==> src/rtl/aes_round_ctrl_pkg.sv <==
// Shared definitions for the AES-128 round sequencer: FSM state encoding,
// default round count and counter widths.
package aes_round_ctrl_pkg;

  localparam int AES_NR_128  = 10;
  localparam int ENC_W       = 6;
  localparam int ROUND_W     = 4;
  // Internal round counter is one bit wider so last-round detection stays exact for NR up to 30.
  localparam int ROUND_CNT_W = 5;

  typedef enum logic [2:0] {
    ST_IDLE = 3'd0,
    ST_LOAD = 3'd1,
    ST_SUB  = 3'd2,
    ST_MIX  = 3'd3,
    ST_CAPT = 3'd4,
    ST_DONE = 3'd5
  } aes_state_t;

  function automatic int capt_step(input int nr);
    return 2 * nr + 1;
  endfunction

endpackage

==> src/rtl/aes_round_counter.sv <==
// Step counter (enc) and round index for the AES sequencer. enc counts one per
// phase; round advances whenever enc leaves an even step (LOAD or MIX).
module aes_round_counter
  import aes_round_ctrl_pkg::*;
#(
  parameter int NR = AES_NR_128
) (
  input  logic               clk,
  input  logic               rst,
  input  logic               i_inc,
  input  logic               i_clr,
  input  logic               i_hold,
  output logic [ENC_W-1:0]   o_enc,
  output logic [ROUND_W-1:0] o_round,
  output logic               o_last_round
);

  localparam int                     CAPT_STEP = capt_step(NR);
  localparam logic [ENC_W-1:0]       CAPT_L    = ENC_W'(CAPT_STEP);
  localparam logic [ROUND_CNT_W-1:0] NR_L      = ROUND_CNT_W'(NR);

  logic [ENC_W-1:0]       r_enc;
  logic [ROUND_CNT_W-1:0] r_round;

  // Saturate at the capture step so the counter can never wrap.
  always_ff @(posedge clk) begin
    if (rst || i_clr) begin
      r_enc   <= '0;
      r_round <= '0;
    end else if (i_inc && !i_hold && (r_enc != CAPT_L)) begin
      r_enc <= r_enc + 1'b1;
      if (!r_enc[0] && (r_round != NR_L)) begin
        r_round <= r_round + 1'b1;
      end
    end
  end

  assign o_enc        = r_enc;
  assign o_round      = r_round[ROUND_W-1:0];
  assign o_last_round = (r_round == NR_L);

endmodule

==> src/rtl/aes_round_ctrl.sv <==
// Iterative AES-128 round sequencer. Outputs are Moore decodes of the state and
// counter registers. Optional abort port enabled by AES_CTRL_ABORT_EN.
module aes_round_ctrl
  import aes_round_ctrl_pkg::*;
#(
  parameter int NR = AES_NR_128
) (
  input  logic               clk,
  input  logic               rst,
  input  logic               start,
  input  logic               key_ready,
`ifdef AES_CTRL_ABORT_EN
  input  logic               abort,
`endif
  output logic               busy,
  output logic               done,
  output logic [ENC_W-1:0]   enc,
  output logic [ROUND_W-1:0] round,
  output logic               ld_input,
  output logic               sub_en,
  output logic               key_exp_en,
  output logic               mix_en,
  output logic               addkey_en,
  output logic               out_capture
);

  aes_state_t r_state;
  aes_state_t w_state_nxt;
  logic       r_stall;
  logic       w_stall_nxt;
  logic       w_inc;
  logic       w_clr;
  logic       w_hold;
  logic       w_last_round;
  logic       w_abort;
  logic       w_busy_st;

`ifdef AES_CTRL_ABORT_EN
  assign w_abort = abort;
`else
  assign w_abort = 1'b0;
`endif

  assign w_busy_st = (r_state == ST_LOAD) || (r_state == ST_SUB) ||
                     (r_state == ST_MIX)  || (r_state == ST_CAPT);

  always_ff @(posedge clk) begin
    if (rst) begin
      r_state <= ST_IDLE;
      r_stall <= 1'b0;
    end else begin
      r_state <= w_state_nxt;
      r_stall <= w_stall_nxt;
    end
  end

  always_comb begin
    w_state_nxt = r_state;
    w_stall_nxt = 1'b0;
    w_inc       = 1'b0;
    w_clr       = 1'b0;
    w_hold      = 1'b0;
    unique case (r_state)
      ST_IDLE: begin
        w_clr = 1'b1;
        if (start) w_state_nxt = ST_LOAD;
      end
      ST_LOAD: begin
        if (key_ready) begin
          w_inc       = 1'b1;
          w_state_nxt = ST_SUB;
        end else begin
          w_hold = 1'b1;
        end
      end
      ST_SUB: begin
        // A SUB cycle re-entered because the key was late is a stall: enables stay low.
        if (key_ready) begin
          w_inc       = 1'b1;
          w_state_nxt = ST_MIX;
        end else begin
          w_hold      = 1'b1;
          w_stall_nxt = 1'b1;
        end
      end
      ST_MIX: begin
        w_inc       = 1'b1;
        w_state_nxt = w_last_round ? ST_CAPT : ST_SUB;
      end
      ST_CAPT: w_state_nxt = ST_DONE;
      ST_DONE: begin
        w_clr       = 1'b1;
        w_state_nxt = ST_IDLE;
      end
      default: begin
        w_clr       = 1'b1;
        w_state_nxt = ST_IDLE;
      end
    endcase
    if (w_abort && w_busy_st) begin
      w_state_nxt = ST_IDLE;
      w_stall_nxt = 1'b0;
      w_inc       = 1'b0;
      w_clr       = 1'b1;
    end
  end

  aes_round_counter #(
    .NR(NR)
  ) u_cnt (
    .clk          (clk),
    .rst          (rst),
    .i_inc        (w_inc),
    .i_clr        (w_clr),
    .i_hold       (w_hold),
    .o_enc        (enc),
    .o_round      (round),
    .o_last_round (w_last_round)
  );

  assign busy        = w_busy_st;
  assign done        = (r_state == ST_DONE);
  assign ld_input    = (r_state == ST_LOAD);
  assign sub_en      = (r_state == ST_SUB) && !r_stall;
  assign key_exp_en  = (r_state == ST_SUB) && !r_stall;
  assign mix_en      = (r_state == ST_MIX) && !w_last_round;
  assign addkey_en   = (r_state == ST_LOAD) || (r_state == ST_MIX);
  assign out_capture = (r_state == ST_CAPT);

endmodule

==> config.mk <==
export PLATFORM = sky130hd
export DESIGN_NAME = aes_round_ctrl
export DESIGN_NICKNAME = d
export VERILOG_FILES = /design/src/rtl/aes_round_ctrl_pkg.sv /design/src/rtl/aes_round_counter.sv /design/src/rtl/aes_round_ctrl.sv
export SDC_FILE = /design/constraint.sdc
export NUM_CORES = 1
export LEC_CHECK = 0
export BUFFER_PORTS_ARGS = -buffer_cell sky130_fd_sc_hd__buf_4
export CAP_MARGIN = 15
export CORE_MARGIN = 8
export CORE_UTILIZATION = 45
export CTS_CLUSTER_SIZE = 10
export DETAILED_ROUTE_END_ITERATION = 8
export GPL_TIMING_DRIVEN = 0
export PLACE_DENSITY = 0.68
export SETUP_SLACK_MARGIN = 0.1
export SLEW_MARGIN = 20
export SYNTH_ARGS = -nofsm -noshare
export SYNTH_HDL_FRONTEND = slang
export SYNTH_SLANG_ARGS = --single-unit
==> constraint.sdc <==
create_clock -name clk -period 2 [get_ports clk]
set_input_delay 0.1 -clock clk [delete_from_list [all_inputs] [get_ports clk]]
set_output_delay 0.1 -clock clk [all_outputs]
set_load 0.05 [all_outputs]
; ---- Yosys cells after proc, flatten, opt, wreduce, memory -nomap -nowiden
; Cells that the tools add are included.
[word_totals]
reg_bits = 15
out_inout_bits = 18
wordCells = 48
[op_classes]
n_addsub = 2
n_eq_ne = 11
muxes = 10
bitwise = 1
reduce_logical = 20
[op_table]
columns = cell, n
row1 = case mux 3 bit (5 select lines), 1
row2 = 2-to-1 mux 3 bit, 4
row3 = "adder 6 x 1 -> 6 bit, second input constant", 1
row4 = "equality test 3 x 2 -> 1 bit, second input constant", 2
row5 = "equality test 3 bit, second input constant", 2
row6 = "inequality test 2 bit, second input constant", 3
row7 = "inequality test 6 x 5 -> 1 bit, second input constant", 1
row8 = "adder 5 x 1 -> 5 bit, second input constant", 1
row9 = "equality test 5 x 4 -> 1 bit, second input constant", 1
row10 = logical AND 1 bit, 5
row11 = logical OR 1 bit, 5
row12 = "inequality test 5 x 4 -> 1 bit, second input constant", 1
row13 = logical NOT 1 bit, 4
row14 = 2-to-1 mux 1 bit, 4
row15 = OR reduction 2 bit, 2
row16 = OR reduction 4 bit, 1
row17 = "equality test 3 x 1 -> 1 bit, second input constant", 1
row18 = logical NOT 3 bit, 1
row19 = AND reduction 3 bit, 1
row20 = case mux 1 bit (2 select lines), 1
row21 = AND reduction 2 bit, 1
row22 = NOT 1 bit, 1

; ---- Depth between registers and ports, before layout
[depth]
ltp_word = 7
depth_mapped = 6

; ---- Cells and area by module
; A second synthesis with hierarchy kept.
[hier_totals]
cells_unflattened = 111
area_unflattened_um2 = 977.2
[modules_own_cells]
columns = module, instances, cells_per_inst, area_each_um2
row1 = aes_round_counter, 1, 74, 684.4
row2 = aes_round_ctrl, 1, 37, 292.8

; ---- Worst setup path before layout
; No wires, ideal clock.
[synth_path]
path_kind = flip-flop to output port
start = register r_state[0]
end = output port mix_en
arrival_time_ps = 2537
slack_ps = -637
path_stages_with_launch = 4
n_path_buf = 1
path_cell_list = dfxtp_1 buf_2 nor2b_1 nor3b_1
[synth_via]
elab_chain_cells = 2
[synth_lines]
columns = element, line_no
row1 = start: declaration, aes_round_ctrl.sv:27  ; aes_state_t r_state;
row2 = start signal: assignment, aes_round_ctrl.sv:52  ; r_state <= w_state_nxt;
row3 = equality test 3 x 2 -> 1 bit, aes_round_ctrl.sv:126  ; assign mix_en = (r_state == ST_MIX) && !w_last_round;
row4 = logical AND 1 bit, aes_round_ctrl.sv:126
row5 = end: declaration, aes_round_ctrl.sv:22  ; output logic mix_en,
; No other way between the ends.

; ---- Worst setup path in the final report
[layout_path]
start = register r_state[1]
end = output port sub_en
[layout_via]
elab_chain_cells = 2
[layout_lines]
columns = element, line_no
row1 = equality test 3 x 2 -> 1 bit, aes_round_ctrl.sv:124  ; assign sub_en = (r_state == ST_SUB) && !r_stall;
row2 = logical AND 1 bit, aes_round_ctrl.sv:124
row3 = end: declaration, aes_round_ctrl.sv:20  ; output logic sub_en,
; No other way between the ends.

==> impl_metrics.toml <==
[status]
outcome = "finished, final reports clean"

[clock_tree]
clkSlewWorstSetupHoldPaths_ns = 0.09
clk_latency_ns = 0.28
cts_made_buffers = 3
cts.sinks = 15
cts_buffer_depth = 2
clock-root-buffer = "clkbuf_4"
ctsHoldBuffers = 0
ctsHtreeMaxLevel = 1
cts_tree = "done"

[drt]
vias = 758
wl_per_cell_um = 12.0
drtAntennaViolNets = 0
routed_wl_mm = 1.83
via_per_inst = 4.95
firstDrtPassIters = 4
initialDrtViolationCount = 5
drc = 0

[synth]
synthFlopType = "dfxtp_1"
netlist_top_cells_count = "dfxtp_1 (15), nor2_1 (10), a21oi_1 (8)"
synth_most_common_cell = "dfxtp_1"
synthDominantCellAreaShare_pct = 33.5
syn-num-nets = 109
yosys-top-cells-area = "dfxtp_1 (34%), ha_1 (5.6%), a21oi_1 (4.5%)"
synthesis.yosys.warnings = 0
synth_compound_area_share_pct = 15.5
syn_inst = 101
synth-xor-area-share_pct = 2.93
synthAdderAreaFrac_pct = 7.12
yosys-mux-area-fraction_pct = 1.68
netlist_area_um2 = 896
yosys_register_bits = 15
yosys.area_share.simple_pct = 28.9
synth.avg_cell_area_um2 = 8.87
synth_top_family_by_area = "simple AND/OR/NAND/NOR gates"
seq_area_frac_synth_pct = 33.5
synth-async-reset-ratio_pct = 0
yosys.area.top_type = "dfxtp_1"
ys_types = 37
synth_edf_count = 0

[global_routing]
antenna_found_initial = 0
grt_pass1_vias = 705
grt_use_total_pct = 10.5
grt_max_degree = 11
overflow = 0
grt_pass1_wl_mm = 2.98

[worst_setup_path]
crit_top_cell = "buf_4"
crit_required_ns = 1.90
critPathKind = "flip-flop to output port"
cp_max_fo = 8
cpPeakStageDelay_ns = 0.40
worstSetupPathDepth = 6
endpoint = "sub_en"
cp_num_buf_inv = 4
rrSetupSlack_ns = 0.30
slowest_stage = "or3_1"
crit_start = "r_state[1]"
cp_cell_sequence = "buf_6 -> inv_1 -> or3_1 -> nor2_2 -> buf_4 -> buf_4"
timing.rr.end = "u_cnt.r_round[2]"
cp_data_arrival_time_ns = 1.64
r2r_start = "u_cnt.r_round[0]"
rr_worst_depth = 6
cp-end-kind = "output port"
crit_path_start_kind = "flip-flop"
path_delay_family = "buffers and inverters"

[timing]
worst_slew_pin_slew_ns = 0.477
fin_skew_ns = 0.00362
setup_violations = 0
slew_headroom_pct = 68.2
min_period_ns = 1.74
setup_slack_ns = 0.259
tns_ns = 0
final_hold_viol_count = 0
maxSlewViolCount = 0
rsz0062_at_grt = "no"
clock.fmax_mhz = 574
period_share_pct = 87.0

[final_layout]
drive_gt1_share_pct = 39.7
ff_latch_area_um2 = 304
area_growth_pct = 27.7
nets = 135
antenna_cells = 0
multi_input_area_um2 = 528
fillers = 200

[power]
power.density_nw_per_um2 = 557
ir_drop_v = 0.000384
leakage_nw = 0.478

[placement]
numPortBuffers = 21
gp_congestion = 0.722
dp_hpwl_mm = 1.40
post-place-ws_ns = 0.118

[job]
max-cap-violations = 0

[floorplan]
ioPinCount = 22
initial_utilization_pct = 46.6
fp.dieArea_um2 = 3670
rows = 16
fp.dieW_um = 60.6
core_um2 = 1920
die_height_um = 60.6

[worst_hold_path]
hp-class = "input pin to flip-flop"
min_path_cells = 2
## per-layer routing
layer / vias up / GRT usage [%] / wire (um) / share of wire (%)
li1: 409 / - / - / -
met1: 330 / 12.1 / 864 / 47
met2: 15 / 17.0 / 858 / 47
met3: 4 / 2.75 / 86 / 4.7
met4: 0 / 5.98 / 22 / 1.2
met5: - / 0 / 0 / 0
## timing repair
item | CTS | global route
gates cloned | 0 | 0
endpoints found under the hold margin | 0 | 0
setup buffers | 0 | 0
setup endpoints to repair | 1 | 1
resized for setup | 1 | 1
## logic make-up (layout without fill, tap and decap cells)
kind of cell | Yosys count | in the layout
AO/OA/AOI/OAI | 21 | 21
XOR/XNOR | 3 | 3
adder cells (fa/ha/maj) | 5 | 5
buffers and inverters | 15 | 40
flip-flops | 15 | 15
multiplexers | 1 | 1
AND/OR/NAND/NOR | 41 | 41
## how the worst min path moves through the flow
stage | from | endpoint | slack, ns
3_5_place_dp | rst | r_state[0] | 0.32
5_1_grt | rst | r_state[2] | 0.006
2_1_floorplan | rst | r_state[0] | 0.17
6_report | rst | r_state[2] | 0.008
3_3_place_gp | rst | r_state[0] | 0.31
4_1_cts | rst | r_state[2] | 0.002
## worst register-to-register path, stage by stage, from the launching register on
cell	delay, ns
dfxtp_2	0.37
inv_1	0.07
ha_1	0.20
nor4bb_4	0.18
or3b_1	0.37
or3_1	0.31
a21oi_1	0.14
## per-stage QoR
stage	instances	util, %	total power, mW	cell area [um2]	hold WS, ns
3_3_place_gp	149	57.6	0.468	1110	0.312
5_1_grt	153	59.5	0.667	1140	0.00589
2_1_floorplan	101	-	0.431	915	0.169
6_report	153	59.5	0.637	1140	0.00753
3_5_place_dp	149	57.6	0.469	1110	0.316
4_1_cts	153	59.4	0.645	1140	0.00213
## power breakdown
| part | internal (mW) | switching [mW] | leakage, nW |
|---|---|---|---|
| logic | 0.0576 | 0.0931 | 0.337 |
| clock network | 0.0743 | 0.101 | 0.0177 |
| registers | 0.305 | 0.00586 | 0.123 |
## area by class of cell
type,instances,area share [%]
inverter,6,1.97
multi-input combinational,71,46.2
timing repair buffer,21,13.8
sequential,15,26.6
clock inverter,1,0.438
tap,27,2.95
buffer,9,6.13
clock buffer,3,1.97
## layout by cell type (no fill, tap or decap), types with 2 or more instances in the layout
master / Yosys / final
dfxtp_1: 15 / 12
dfxtp_2: 0 / 3
ha_1: 4 / 4
and3_1: 3 / 3
o21ai_0: 6 / 6
xnor2_1: 2 / 2
or3_2: 2 / 2
or3_4: 2 / 2
buf_6: 2 / 2
clkbuf_4: 0 / 3
buf_2: 2 / 2
nand4b_1: 3 / 3
inv_1: 5 / 5
nand2_1: 3 / 3
or3_1: 3 / 3
nor3_1: 5 / 5
a21oi_1: 8 / 8
nor2_1: 10 / 9
buf_4: 5 / 26
## state kept, by name, summed over array words and instances (netlist names)
| name | flops |
|---|---|
| r_stall | 1 |
| u_cnt.r_round | 5 |
| r_state | 3 |
| u_cnt.o_enc | 6 |
No activity file was read; power rests on OpenSTA's default activity.
